`config.mk`:
```
export PLATFORM = sky130hd
export DESIGN_NAME = nor_share_arbiter
export DESIGN_NICKNAME = d
export VERILOG_FILES = /design/src/rtl/nor_share_arbiter.sv
export SDC_FILE = /design/constraint.sdc
export NUM_CORES = 1
export LEC_CHECK = 0
export ABC_CLOCK_PERIOD_IN_PS = 1800
export BUFFER_PORTS_ARGS = -buffer_cell sky130_fd_sc_hd__buf_2
export CAP_MARGIN = 20
export CORE_MARGIN = 2
export CORE_UTILIZATION = 56
export CTS_BUF_LIST = sky130_fd_sc_hd__clkbuf_4 sky130_fd_sc_hd__clkbuf_8
export CTS_CLUSTER_DIAMETER = 150
export DETAILED_ROUTE_END_ITERATION = 8
export PLACE_DENSITY = 0.91
export SYNTH_ARGS = -nofsm -noshare
export SYNTH_HDL_FRONTEND = slang
export SYNTH_SLANG_ARGS = --single-unit
export TNS_END_PERCENT = 30
```
`constraint.sdc`:
```
create_clock -name clk -period 1.8 [get_ports clk]
set_input_delay 0.18 -clock clk [delete_from_list [all_inputs] [get_ports clk]]
set_output_delay 0.18 -clock clk [all_outputs]
set_load 0.03 [all_outputs]
```
`src/rtl/nor_share_arbiter.sv`:
```
// Round-robin arbiter that time-shares one external 2-input NOR gate among
// NUM_REQ requesters; every output is registered.
module nor_share_arbiter #(
   parameter int NUM_REQ = 4,
   parameter int IDW     = 2
) (
   input  logic               clk,
   input  logic               rst,
   input  logic [NUM_REQ-1:0] req,
   input  logic [NUM_REQ-1:0] a_in,
   input  logic [NUM_REQ-1:0] b_in,
   output logic [NUM_REQ-1:0] ack,
   output logic               y_out,
   output logic [NUM_REQ-1:0] grant,
   output logic [IDW-1:0]     grant_id,
   output logic               busy,
   output logic               gate_a,
   output logic               gate_b,
   input  logic               gate_y
);

   localparam int unsigned        N   = NUM_REQ;
   localparam logic [NUM_REQ-1:0] ONE = NUM_REQ'(1);

   typedef enum logic [1:0] {IDLE, EVAL, ACK} state_t;

   state_t             state_q;
   logic [IDW-1:0]     ptr_q;
   logic [IDW-1:0]     grant_id_q;
   logic [NUM_REQ-1:0] grant_q;
   logic [NUM_REQ-1:0] ack_q;
   logic               busy_q;
   logic               y_q;
   logic               gate_a_q;
   logic               gate_b_q;
   logic               result_q;
   logic               sampled_q;

   logic               sel_found_d;
   logic [IDW-1:0]     sel_d;
   logic [IDW-1:0]     ptr_d;

   // First requester at or above the pointer, wrapping modulo NUM_REQ.
   always_comb begin
      logic [IDW-1:0] idx;
      sel_found_d = 1'b0;
      sel_d       = '0;
      idx         = '0;
      for (int unsigned k = 0; k < N; k++) begin
         idx = IDW'((32'(ptr_q) + k) % N);
         if (!sel_found_d && req[idx]) begin
            sel_found_d = 1'b1;
            sel_d       = idx;
         end
      end
   end

   assign ptr_d = (grant_id_q == IDW'(N - 1)) ? '0 : grant_id_q + 1'b1;

   // EVAL spans two cycles: gate_y is sampled on the first edge and the
   // registered ack/y_out are launched on the second, so ACK is the ack cycle.
   always_ff @(posedge clk) begin
      if (rst) begin
         state_q    <= IDLE;
         ptr_q      <= '0;
         grant_id_q <= '0;
         grant_q    <= '0;
         ack_q      <= '0;
         busy_q     <= 1'b0;
         y_q        <= 1'b0;
         gate_a_q   <= 1'b0;
         gate_b_q   <= 1'b0;
         result_q   <= 1'b0;
         sampled_q  <= 1'b0;
      end else begin
         case (state_q)
            IDLE: begin
               if (sel_found_d) begin
                  grant_q    <= ONE << sel_d;
                  grant_id_q <= sel_d;
                  busy_q     <= 1'b1;
                  gate_a_q   <= a_in[sel_d];
                  gate_b_q   <= b_in[sel_d];
                  sampled_q  <= 1'b0;
                  state_q    <= EVAL;
               end
            end
            EVAL: begin
               if (!sampled_q) begin
                  result_q  <= gate_y;
                  sampled_q <= 1'b1;
               end else begin
                  ack_q   <= ONE << grant_id_q;
                  y_q     <= result_q;
                  ptr_q   <= ptr_d;
                  state_q <= ACK;
               end
            end
            ACK: begin
               ack_q      <= '0;
               y_q        <= 1'b0;
               grant_q    <= '0;
               grant_id_q <= '0;
               busy_q     <= 1'b0;
               state_q    <= IDLE;
            end
            default: state_q <= IDLE;
         endcase
      end
   end

   assign ack      = ack_q;
   assign y_out    = y_q;
   assign grant    = grant_q;
   assign grant_id = grant_id_q;
   assign busy     = busy_q;
   assign gate_a   = gate_a_q;
   assign gate_b   = gate_b_q;

endmodule
```
==> summary.md <==
| Metric | Value |
|---|---|
| Worst-Skew Late Latency | `0.29 ns` |
| Synthesized flop and latch total | `20` |
| Synth Warn # | `0` |
| Netlist Area Pre-Place | `0.001002 sq mm` |
| # fillers | `137` |
| Chip height | `46.31 microns` |
| Ys async rst share | `0%` |
| Critical Path Sink | `gate_b$_SDFFE_PP0P_` |
| Unrepaired setup endpoints after global routing | `no` |
| P_int | `0.7675 mW` |
| Worst rel slew slack | `66.93%` |
| Hold Startpoint | `gate_y` |
| Worst Clk Skew | `0.005353 ns` |
| Initial antenna violation count | `0` |
| Outcome | `complete, no violations` |
| Post-Synth Simple-Gate Area | `21.85%` |
| Top FF cell, synth | `dfxtp_1` |
| Clock network fraction of design power | `34.3%` |
| CTS Hold Bufs | `0` |
| Critical path class | `reg -> reg` |
| Static Leak | `0.5245 nW` |
| Crit path cell chain | `inv_1, a21oi_1, o32a_1, mux2i_1, o221ai_1` |
| Vias in the first global route | `794` |
| H-tree levels | `1` |
| Core outline area | `0.001708 sq mm` |
| CP peak stage delay | `0.45 ns` |
| Initial Util | `58.68%` |
| Combinational share of power | `18.5%` |
| Resize count post-CTS | `0` |
| CTS tree | `done` |
| Cell depth of the worst setup path | `5` |
| Rows | `15` |
| Worst hold-check path type | `in -> reg` |
| Critical path's top delay family | `compound AO/OA/AOI/OAI gates` |
| Setup Total Neg Slack | `0 ns` |
| Max Freq | `0.6445 GHz` |
| Worst hold stages | `3` |
| EDFF count, synth | `0` |
| Post-Synth Adder-Cell Area | `4.994%` |
| I/O pin total | `29` |
| CTS Sinks | `20` |
| Detailed Place HPWL | `1.644 mm` |
| Synthesis-to-finish area growth | `19.48%` |
| Worst EP arrival | `1.72 ns` |
| IO Port Bufs | `28` |
| Total CTS buffers | `3` |
| XOR/XNOR Fraction of Synth Area | `0%` |
| Root Driver | `clkbuf_4` |
| Syn avg cell area | `9.029 sq um` |
| Drt pass-1 iters | `4` |
| Flop-to-flop setup slack | `0.25 ns` |
| Hold Vio Cnt, Final | `0` |
| Largest family of logic cells by synthesized area | `compound AO/OA/AOI/OAI gates` |
| Power Density | `876.9 mW/mm^2` |
| VDD IR max | `457.4 uV` |
| CP required | `1.97 ns` |
| Period utilization | `86.20%` |
| Crit path max fanout | `9` |
| Worst slew pin tran | `0.4961 ns` |
| Crit path launch type | `register` |
| Largest net degree at the start of global routing | `22` |
| Net Sw Power | `0.2825 mW` |
| Fraction of final layout cells sized beyond drive strength 1 | `27.54%` |
| FF-to-FF Start | `ptr_q[0]$_SDFFE_PP0P_` |
| Post-synthesis sequential area ratio | `39.95%` |
| Gp weighted congestion | `0.7566` |
| GR Util All Layers | `21.93%` |
| Buf/Inv on CP | `1` |
| Die area | `0.002144 sq mm` |
| Synth Area in Compound Gates | `24.22%` |
| Cell Count Post-Placement | `159` |
| WL per Instance | `13.98 microns` |
| Syn nets | `130` |
| Synth cell types | `32` |
| Non-Filler Instances | `163` |
| Die Wd | `46.31 microns` |
| Number of antenna diodes | `0` |
| Post-CTS Setup Inserts | `0` |
| Switching share of power | `26.90%` |
| NumNets Final | `158` |
| Drt first-iter violations | `33` |
| Tmin final | `1.552 ns` |
| Deepest clock path buffer count | `2` |
| Via count | `929` |
| Portion of netlist area occupied by mux cells | `4.994%` |
| Post-route DRC | `0` |
| Flop pwr share | `47.2%` |
| First-pass GRT wire length | `3.353 mm` |
| Max-Cap Viols | `0` |
| Slew Viols, Final | `0` |
| Cells after synthesis | `111` |
| Total wire length | `2.279 mm` |
| Clock transition at path regs | `0.12 ns` |
| CP startpoint | `ptr_q[0]$_SDFFE_PP0P_` |
| R2r endpoint | `gate_b$_SDFFE_PP0P_` |
| Total grt overflow | `0` |
| R2R cell count | `5` |
| Critical path's slowest cell | `o32a_1` |
| Vias/cell | `5.699` |
| # setup viols final | `0` |
| CP Capture Type | `register` |
| Routed Antenna Nets | `0` |
-- final cells by class --
class | instances | area [sq um] | area share [%]
Clock buffer | 3 | 22.52 | 1.881
Clock inverter | 1 | 30.03 | 2.508
Inverter | 3 | 11.26 | 0.9404
Multi-Input combinational cell | 83 | 561.8 | 46.92
Sequential cell | 20 | 400.4 | 33.44
Tap cell | 25 | 31.28 | 2.612
Timing Repair Buffer | 28 | 140.1 | 11.70
-- power by group through the flow --
stage | combinational [mW] | sequential [mW] | clock [mW]
floorplan | 0.110 | 0.529 | 0
global placement | 0.184 | 0.503 | 0
detailed placement | 0.192 | 0.504 | 0
CTS | 0.194 | 0.494 | 0.365
global route | 0.209 | 0.498 | 0.393
finish | 0.195 | 0.495 | 0.360
-- cells by family after synthesis --
logic type      count (synthesis)
fa+ha+maj                       4
mux                             5
flops                          20
simple gates                   42
compound gates                 32
buf+inv                         8
-- stage by stage --
step	hold slack, ns	utilization, %	area, sq um	power (mW)	worst slack, ns
6_report	0.1268	70.11	1197	1.050	0.2484
5_1_grt	0.1188	70.11	1197	1.100	0.1193
4_1_cts	0.1206	70.11	1197	1.053	0.2606
3_5_place_dp	0.4382	67.03	1145	0.6953	0.2760
3_3_place_gp	0.4198	67.03	1145	0.6864	0.3437
2_1_floorplan	0.3160	-	1002	0.6390	0.4690
-- cell usage in the layout (no fill, tap or decap), drive strengths merged, types with 3 or more instances in the layout --
cell type | synthesis | layout
a21oi | 8 | 8
a22o | 5 | 5
a22oi | 7 | 7
buf | 3 | 28
clkbuf | 2 | 3
dfxtp | 20 | 20
ha | 4 | 4
inv | 3 | 3
mux2i | 5 | 5
nand2 | 5 | 5
nand2b | 5 | 5
nand3b | 4 | 4
nor2 | 18 | 18
nor2b | 4 | 4
o21ai | 3 | 3
-- cells in the mapped netlist, types with 3 or more instances --
| cell type | count | share of area, % |
|---|---|---|
| nand2_1 | 4 | 1.5 |
| nor2_1 | 17 | 6.4 |
| ha_1 | 4 | 5.0 |
| a21oi_1 | 7 | 3.5 |
| mux2i_1 | 5 | 5.0 |
| inv_1 | 3 | 1.1 |
| dfxtp_1 | 20 | 40 |
| nand3b_1 | 4 | 3.0 |
| a22o_1 | 5 | 4.4 |
| nand2b_1 | 5 | 3.1 |
| a22oi_1 | 7 | 5.2 |
| nor2b_1 | 4 | 2.5 |
-- tightest hold or removal path, delay by kind of cell --
| kind | cells | cell delay, ns |
|---|---|---|
| buffers and inverters | 1 | 0.09 |
| AO/OA/AOI/OAI | 1 | 0.05 |
| AND/OR/NAND/NOR | 1 | 0.05 |
-- sequential cells by signal, summed over array words and instances, names as in the netlist --
register,cells
state_q,2
busy,1
ptr_q,2
grant,4
grant_id,2
result_q,1
sampled_q,1
gate_b,1
y_out,1
gate_a,1
ack,4
-- worst min-delay path by stage --
stage | to
final | result_q$_SDFFE_PP0P_
after global placement | result_q$_SDFFE_PP0P_
after floorplan | result_q$_SDFFE_PP0P_
after detailed placement | result_q$_SDFFE_PP0P_
after global routing | result_q$_SDFFE_PP0P_
after CTS | result_q$_SDFFE_PP0P_
-- metal layers --
metal | vias to the layer above | global-route usage, % | wire, microns
met2 | 30 | 35.83 | 1125
met4 | 0 | 6.286 | 15
met1 | 437 | 28.81 | 1036
met3 | 4 | 4.706 | 103
li1 | 458 | - | -
met5 | - | 0 | 0
(Power assumes the default switching activity.)
